`config.mk`:
```
export PLATFORM = sky130hd
export DESIGN_NAME = spi_slave_burst_ctrl
export DESIGN_NICKNAME = d
export VERILOG_FILES = /design/src/rtl/spi_slave_burst_ctrl.sv
export SDC_FILE = /design/constraint.sdc
export NUM_CORES = 1
export LEC_CHECK = 0
export ABC_AREA = 0
export BUFFER_PORTS_ARGS = -buffer_cell sky130_fd_sc_hd__buf_2
export CAP_MARGIN = 20
export CORE_ASPECT_RATIO = 0.75
export CORE_MARGIN = 10
export CORE_UTILIZATION = 51
export CTS_BUF_LIST = sky130_fd_sc_hd__clkbuf_16
export CTS_CLUSTER_SIZE = 8
export DETAILED_ROUTE_END_ITERATION = 6
export HOLD_SLACK_MARGIN = 0.06
export PLACE_DENSITY = 0.84
export SLEW_MARGIN = 20
export SYNTH_ARGS = -nofsm -noshare
export SYNTH_HDL_FRONTEND = slang
export SYNTH_SLANG_ARGS = --single-unit
```
`constraint.sdc`:
```
create_clock -name sclk -period 5.3 [get_ports sclk]
set_input_delay 1.06 -clock sclk [delete_from_list [all_inputs] [get_ports sclk]]
set_output_delay 1.06 -clock sclk [all_outputs]
set_load 0.05 [all_outputs]
```
`src/rtl/spi_slave_burst_ctrl.sv`:
```
// spi_slave_burst_ctrl: SPI slave command sequencer with lane-scaled field counters,
// auto-incrementing/wrapping burst addresses, sticky overrun/underrun flags and status readback.
module spi_slave_burst_ctrl #(
  parameter int ADDR_WIDTH = 32,
  parameter int DATA_WIDTH = 32
) (
  input  logic                  sclk,
  input  logic                  sys_rstn,
  input  logic                  cs,
  input  logic [1:0]            lane_mode,
  input  logic [7:0]            dummy_cycles,
  input  logic [15:0]           wrap_length,
  output logic                  pad_dir,
  output logic [1:0]            pad_lanes,
  output logic [7:0]            rx_counter,
  output logic                  rx_counter_upd,
  input  logic [DATA_WIDTH-1:0] rx_data,
  input  logic                  rx_data_valid,
  output logic [7:0]            tx_counter,
  output logic                  tx_counter_upd,
  output logic [DATA_WIDTH-1:0] tx_data,
  output logic                  tx_data_valid,
  input  logic                  tx_done,
  output logic                  ctrl_rd_wr,
  output logic [ADDR_WIDTH-1:0] ctrl_addr,
  output logic                  ctrl_addr_valid,
  output logic [DATA_WIDTH-1:0] ctrl_data_rx,
  output logic                  ctrl_data_rx_valid,
  input  logic                  ctrl_data_rx_ready,
  input  logic [DATA_WIDTH-1:0] ctrl_data_tx,
  input  logic                  ctrl_data_tx_valid,
  output logic                  ctrl_data_tx_ready,
  output logic                  cmd_error
);
  localparam int BYTES = DATA_WIDTH / 8;
  localparam int XW = ADDR_WIDTH > DATA_WIDTH ? ADDR_WIDTH : DATA_WIDTH;
  localparam logic [7:0] OP_WRITE = 8'h02, OP_READ = 8'h03, OP_FAST = 8'h0B, OP_STAT = 8'h05;

  typedef enum logic [2:0] {CMD, ADDR, DUMMY, DATA_RX, DATA_TX, STAT_TX, ERROR} state_t;
  state_t state, next;

  logic fast, load_pend, ovr, udr, wrap_en, tx_load, stat_load, beat, entering;
  logic [7:0] op;
  logic [XW-1:0] rx_ext;
  logic [31:0] mask32;
  logic [ADDR_WIDTH-1:0] mask, inc, addr_next;

  function automatic logic [7:0] field_cnt(input int bits, input logic [1:0] lanes);
    return 8'((bits >> (lanes == 2'b01 ? 1 : lanes == 2'b10 ? 2 : 0)) - 1);
  endfunction

  assign op = rx_data[7:0];
  assign rx_ext = XW'(rx_data);
  assign wrap_en = wrap_length != 16'd0 && (wrap_length & (wrap_length - 16'd1)) == 16'd0;
  assign mask32 = 32'(wrap_length) * 32'(BYTES) - 32'd1;
  assign mask = ADDR_WIDTH'(mask32);
  assign inc = ctrl_addr + ADDR_WIDTH'(BYTES);
  assign addr_next = wrap_en ? (ctrl_addr & ~mask) | (inc & mask) : inc;

  assign pad_dir = state == DATA_TX || state == STAT_TX;
  assign cmd_error = state == ERROR;
  assign ctrl_data_rx = ctrl_data_rx_valid ? rx_data : '0;
  assign tx_load = state == DATA_TX && load_pend && !cs;
  assign stat_load = state == STAT_TX && load_pend && !cs;
  assign beat = ctrl_data_rx_valid || tx_load;
  assign entering = (next == DATA_TX || next == STAT_TX) && next != state;

  always_ff @(posedge sclk or negedge sys_rstn)
    if (!sys_rstn) state <= CMD;
    else state <= next;

  // rx_counter describes the field that follows the one being accepted now
  always_comb begin
    next = state;
    rx_counter_upd = 1'b0;
    ctrl_data_rx_valid = 1'b0;
    if (cs) next = CMD;
    else begin
      case (state)
        CMD:     if (rx_data_valid) next = (op == OP_WRITE || op == OP_READ || op == OP_FAST) ? ADDR :
                                           op == OP_STAT ? STAT_TX : ERROR;
        ADDR:    if (rx_data_valid) next = !ctrl_rd_wr ? DATA_RX :
                                           (fast && dummy_cycles != 8'd0) ? DUMMY : DATA_TX;
        DUMMY:   if (rx_data_valid) next = DATA_TX;
        STAT_TX: if (tx_done) next = CMD;
        default: ;
      endcase
      rx_counter_upd = rx_data_valid && state != DATA_TX && state != STAT_TX;
      ctrl_data_rx_valid = rx_data_valid && state == DATA_RX;
    end
    rx_counter = next == ADDR ? field_cnt(ADDR_WIDTH, pad_lanes) :
                 next == DUMMY ? dummy_cycles - 8'd1 :
                 next == DATA_RX ? field_cnt(DATA_WIDTH, pad_lanes) : field_cnt(8, pad_lanes);
  end

  always_ff @(posedge sclk or negedge sys_rstn) begin
    if (!sys_rstn) begin
      pad_lanes <= '0;
      tx_counter <= '0;
      tx_counter_upd <= 1'b0;
      tx_data <= '0;
      tx_data_valid <= 1'b0;
      ctrl_rd_wr <= 1'b0;
      ctrl_addr <= '0;
      ctrl_addr_valid <= 1'b0;
      ctrl_data_tx_ready <= 1'b0;
      fast <= 1'b0;
      load_pend <= 1'b0;
      ovr <= 1'b0;
      udr <= 1'b0;
    end else begin
      ctrl_addr_valid <= 1'b0;
      tx_data_valid <= 1'b0;
      tx_counter_upd <= 1'b0;
      ctrl_data_tx_ready <= 1'b0;
      if (state == CMD) pad_lanes <= lane_mode;
      if (cs) begin
        tx_data <= '0;
        ctrl_addr <= '0;
        ctrl_rd_wr <= 1'b0;
        fast <= 1'b0;
        load_pend <= 1'b0;
      end else begin
        load_pend <= entering || (load_pend && !tx_load && !stat_load) || (state == DATA_TX && tx_done);
        if (state == CMD && rx_data_valid) begin
          ctrl_rd_wr <= op == OP_READ || op == OP_FAST;
          fast <= op == OP_FAST;
        end
        if (state == ADDR && rx_data_valid) begin
          ctrl_addr <= rx_ext[ADDR_WIDTH-1:0];
          ctrl_addr_valid <= 1'b1;
        end
        // address is advanced right after each beat so it is ready for the next one
        if (beat) begin
          ctrl_addr <= addr_next;
          ctrl_addr_valid <= 1'b1;
        end
        if (ctrl_data_rx_valid && !ctrl_data_rx_ready) ovr <= 1'b1;
        if (tx_load) begin
          tx_data <= ctrl_data_tx_valid ? ctrl_data_tx : '0;
          tx_counter <= field_cnt(DATA_WIDTH, pad_lanes);
          tx_data_valid <= 1'b1;
          tx_counter_upd <= 1'b1;
          ctrl_data_tx_ready <= 1'b1;
          if (!ctrl_data_tx_valid) udr <= 1'b1;
        end
        if (stat_load) begin
          tx_data <= DATA_WIDTH'({6'b0, udr, ovr}) << (DATA_WIDTH - 8);
          tx_counter <= field_cnt(8, pad_lanes);
          tx_data_valid <= 1'b1;
          tx_counter_upd <= 1'b1;
        end
        if (state == STAT_TX && tx_done) begin
          ovr <= 1'b0;
          udr <= 1'b0;
        end
      end
    end
  end
endmodule

```
Yosys cells after proc, flatten, opt, wreduce, memory -nomap -nowiden. Cells that the tools add are included.

Add/subtract/negate cells: 6. Multiply operators: 0. Divide/modulo/power cells: 0. Magnitude comparators: 0. Equality and inequality tests: 21. Shift-type cells: 2. Mux-type cells: 45. Bitwise operators: 6. Reduce and logical (&&, ||, !) cells: 42.

Operators with widths (count): 32-bit two-way mux (9); 32-bit AND (2); 8-bit two-way mux (5); 32-bit by 3-bit adder with 32-bit output (second input constant) (1); 32-bit NOT (1); 32-bit bitwise OR (1); 3-bit two-way mux (8); 1-bit two-way mux (19); 18-bit by 1-bit subtractor with 19-bit output (second input constant) (1); 1-bit logical AND (17); 16-bit AND (1); 8-bit by 2-bit == test with 1-bit output (second input constant) (2); 16-bit zero test (1); 16-bit nonzero test (1); 16-bit by 1-bit subtractor with 16-bit output (second input constant) (1); 8-bit by 2-bit subtractor with 8-bit output (second input constant) (2); 3-bit == test (second input constant) (5); 3-bit by 2-bit == test with 1-bit output (second input constant) (4); 3-bit case mux with 4 select lines (1); 8-bit by 3-bit == test with 1-bit output (second input constant) (1); 8-bit by 4-bit == test with 1-bit output (second input constant) (1); 1-bit logical OR (8); 2-bit nonzero test (4); 8-bit nonzero test (1); 16 further kinds (25).

Flip-flop bits (word level): 85. Latch bits: 0. Memory bits (writable): 0. Memory bits (read-only): 0. Input port bits: 97. Output and inout bits: 123. Logic and storage cells: 135. Memories: 0.

Logic depth before layout (Yosys ltp).
Depth in word-level cells: 13. Gate-level depth with buffers: 14. Depth with buffers taken out: 13.

Worst setup path before layout. Ideal clock, no wire load.

Path type: input -> output. Start point: input dummy_cycles[0]. End point: output rx_counter[0]. Arrival: 3.941 ns. Data required time: 4.240 ns. Path slack: 0.299 ns. Stages: 9. Buffers on the path: 1. Cell sequence: inv_1 -> ha_1 -> or4b_2 -> o211ai_1 -> o211ai_1 -> and2_1 -> clkbuf_1 -> and3_1 -> a221oi_1.

Cells in the longest elaborated chain, start to end: 11. Elaborated cells between the ends (all ways): 14. Those cells by class: add/sub (1); eq/ne (3); mux (8); reduce/logical (2).

RTL lines: start, declared (line 11) `input logic [7:0] dummy_cycles,`; 8-bit nonzero test * (line 83) `(fast && dummy_cycles != 8'd0) ? DUMMY : DATA_TX;`; 1-bit logical AND * (line 83); 3-bit two-way mux * (line 83); 3-bit two-way mux * (2 in a row) (line 82) `ADDR: if (rx_data_valid) next = !ctrl_rd_wr ? DATA_RX :`; 3-bit case mux with 4 select lines * (line 79) `case (state)`; 3-bit two-way mux * (line 77) `if (cs) next = CMD;`; net next[1] (line 40) `state_t state, next;`; 3-bit by 2-bit == test with 1-bit output (line 93) `next == DATA_RX ? field_cnt(DATA_WIDTH, pad_lanes) : field_cnt(8, pad_lanes);`; 8-bit two-way mux (line 93); 8-bit two-way mux (line 92) `next == DUMMY ? dummy_cycles - 8'd1 :`; 8-bit two-way mux * (line 91) `rx_counter = next == ADDR ? field_cnt(ADDR_WIDTH, pad_lanes) :`; end, declared (line 15) `output logic [7:0] rx_counter,`.

The timed path passes the listed nets; every way through them passes the cells marked *.

Worst setup path after layout.
Start point: input dummy_cycles[0]. End point: output rx_counter[0].

Cells in the longest elaborated chain, start to end: 11. Elaborated cells between the ends (all ways): 14. Those cells by class: add/sub (1); eq/ne (3); mux (8); reduce/logical (2).

RTL lines (line): 8-bit nonzero test (83); 1-bit logical AND (83); 3-bit two-way mux (83); 3-bit two-way mux (2 in a row) (82); 3-bit case mux with 4 select lines (79); 3-bit two-way mux (77); 3-bit by 2-bit == test with 1-bit output (93); 8-bit two-way mux (93); 8-bit two-way mux (92); 8-bit two-way mux * (91).

Every way passes the cells marked *; elsewhere a longest branch is shown, timed or not.

==> results_dict.tcl <==
set metrics [dict create \
    synth_area_leader_cell "dfrtp_1" \
    cp_top_family "simple AND/OR/NAND/NOR gates" \
    fin_setup_tns_ns 0 \
    drt-total-wl_mm 17.44 \
    synthDominantCellAreaShare 0.4049 \
    rsz0062_at_grt "false" \
    setup_violations 0 \
    coreArea_um2 9852 \
    clk_pin_slew_worst_paths_ns 0.06 \
    drtAntennaViolNets 0 \
    vias 5353 \
    fin_area_um2 6766 \
    yosysMostFrequentCell "dfrtp_1" \
    clock_skew_ns 0.006426 \
    gr-total-overflow 0 \
    post-route-period-util 0.8589 \
    area_growth_pct 28.79 \
    ios 220 \
    grt_pass1_wl_mm 27.46 \
    max_stage_delay_ns 0.66 \
    criticalPathCategory "in -> out" \
    die-area_um2 14800 \
    diodes 0 \
    grt_start_max_net_pins 47 \
    cts_setup_buffers 0 \
    synth_area_um2 5254 \
    numCtsBuffers 9 \
    place.gp.congestion 0.9970 \
    synth_nets 697 \
    antenna_found_initial 0 \
    grt_util_all_layers 0.2237 \
    dp_hpwl_mm 13.46 \
    hold_violations 0 \
    synthTopCellsByCount "85 x dfrtp_1, 53 x nand2_1, 44 x and2_1" \
    slew_headroom 0.3864 \
    drv_cap 0 \
    routedWlPerCell_um 19.02 \
    worst_pin_slew_ns 0.9176 \
    synth_area_leaders "dfrtp_1 40%, and2_1 5.2%, a22o_1 5.2%" \
    ys_seq_area_frac 0.4049 \
    min_period_ns 4.552 \
    drc 0 \
    ys_types 62 \
    yosysWarnings 0 \
    first_iter_violations 358 \
    port_buffers 219 \
    required_ns 4.24 \
    clockBufferDepth 2 \
    cts_root_buffer "clkbuf_16" \
    total_power_mw 1.887 \
    hp-class "reg -> reg" \
    setup_slack_ns 0.7478 \
    synth_seq_cells 85 \
    rows 31 \
    grt_pass1_vias 5333 \
    status "completed" \
    critPathMaxFanout 7 \
    syn_avg_cell_area_um2 9.074 \
    nets 898 \
    dr.pass1.iters 5 \
    placed_cell_area_um2 6452 \
    cts_sinks 85 \
    synth-async-reset-ratio 1.000 \
    clk-insertion-delay-late_ns 0.33 \
    critPathLaunchType "input pin" \
    dp_slack_ns 0.7688 \
    path_cells "buf_2 > inv_1 > ha_1 > or4b_2 > o211ai_1 > o211ai_1 > and2_1 > and3_1 > a221oi_1 > buf_2" \
    fmax_mhz 219.7 \
    crit_path_end_kind "output port" \
    leakage_nw 3.422 \
    vias_per_cell 5.838 \
    arrival_ns 3.49 \
    ctsHoldBuffers 0 \
    path_buf_inv 3 \
    synthCells 579 \
    drive_above_1_share 0.3338 \
    hold_ws_ns 0.4748 \
    synth_ff_type "dfrtp_1" \
    drv_slew 0 \
    die_w_um 137.2 \
    power.density_nw_per_um2 278.9 \
    cts_resized 0 \
    slowest_stage "or4b_2" \
    die_y_um 107.9 \
    start_util 0.5333 \
    synth_edf_count 0 \
    h-tree-depth 3 \
    tritoncts "yes" \
    vdd_drop_max_mv 0.3584 \
]
==> state kept, by name (all words and copies together) (netlist names) <==
| signal | cells |
|---|---|
| ctrl_addr_valid | 1 |
| tx_data | 32 |
| tx_data_valid | 1 |
| fast | 1 |
| state | 3 |
| ctrl_rd_wr | 1 |
| tx_counter | 8 |
| udr | 1 |
| ovr | 1 |
| pad_lanes | 2 |
| ctrl_data_tx_ready | 1 |
| ctrl_addr | 32 |
| load_pend | 1 |
==> power by group <==
part	leakage (nW)	total (mW)	switching [mW]	internal, mW
Combinational	2.12	0.500	0.359	0.141
Clock	0.141	0.644	0.272	0.372
Sequential	1.16	0.742	0.0486	0.694
Total	3.42	1.89	0.680	1.21
==> path summary, 6_finish.rpt <==
check | start | endpoint | slack, ns | cells after the start
max | dummy_cycles[0] | rx_counter[0] | 0.75 | 10
min | tx_counter[4]$_DFFE_PN0P_ | tx_counter[4]$_DFFE_PN0P_ | 0.47 | 2
max reg2reg | state[0]$_DFF_PN0_ | ctrl_addr[11]$_DFFE_PN0P_ | 2.69 | 6
min reg2reg | tx_counter[4]$_DFFE_PN0P_ | tx_counter[4]$_DFFE_PN0P_ | 0.47 | 2
max in group asynchronous | sys_rstn | udr$_DFFE_PN0P_ | 3.61 | 2
min in group asynchronous | sys_rstn | tx_data[17]$_DFFE_PN0P_ | 0.70 | 1
==> logic make-up (layout without fill, tap and decap cells) <==
logic type,count (synthesis),count (layout),synth area share
multiplexers,2,2,0.004049
buffers and inverters,58,264,0.04501
AO/OA/AOI/OAI,156,156,0.2148
flip-flops,85,85,0.4049
AND/OR/NAND/NOR,236,236,0.2462
XOR/XNOR,21,21,0.03501
adder cells (fa/ha/maj),21,21,0.05001
==> layer usage <==
layer	global-route usage	wire, um	vias up
met5	0	0	-
met4	0.05480	271	0
met3	0.04618	1290	25
met2	0.3796	8799	203
met1	0.2852	7077	2595
li1	-	-	2530
==> worst min-delay path: stages (launching register included) <==
cell and delay, ns:
dfrtp_1 0.34, nand2_1 0.05, o31ai_1 0.05
==> cell type report <==
type                    count  area [um2]
fillers                   818        3085
multi-input cells         436        2927
flip-flops and latches     85        2127
repair buffers            228        1166
clock buffers               9       225.2
well taps                 132       165.2
clock inverters             7       81.33
inverters                  20       75.07
==> per-stage QoR <==
stage / cells / util
CTS: 917 / 0.6861
detailed placement: 901 / 0.6549
global route: 917 / 0.6868
floorplan: 579 / -
global placement: 901 / 0.6549
finish: 917 / 0.6868
==> cell usage in the layout, fill, tap and decap left out, types with 3 or more instances in the layout <==
cell type and n:
o211ai_1 7, clkinvlp_4 3, nor3_1 14, a31oi_1 11, o22ai_1 20, a211oi_1 5
o311ai_0 3, nand2b_1 11, clkbuf_16 9, a21oi_1 33, a211oi_2 3, buf_2 218
nor2b_1 3, nor4_1 6, a22o_1 31, nand3_1 16, and2_1 44, inv_1 20
xnor2_1 11, a22oi_1 4, a311oi_1 3, nor2_1 28, nand2_1 53, dfrtp_1 85
ha_1 21, xor2_1 10, buf_4 10, and3_1 21, or3_1 8, o21a_1 3
nand4_1 9, o21ai_0 11, and4_1 4
Note: power is estimated with default switching activity, not from simulation.
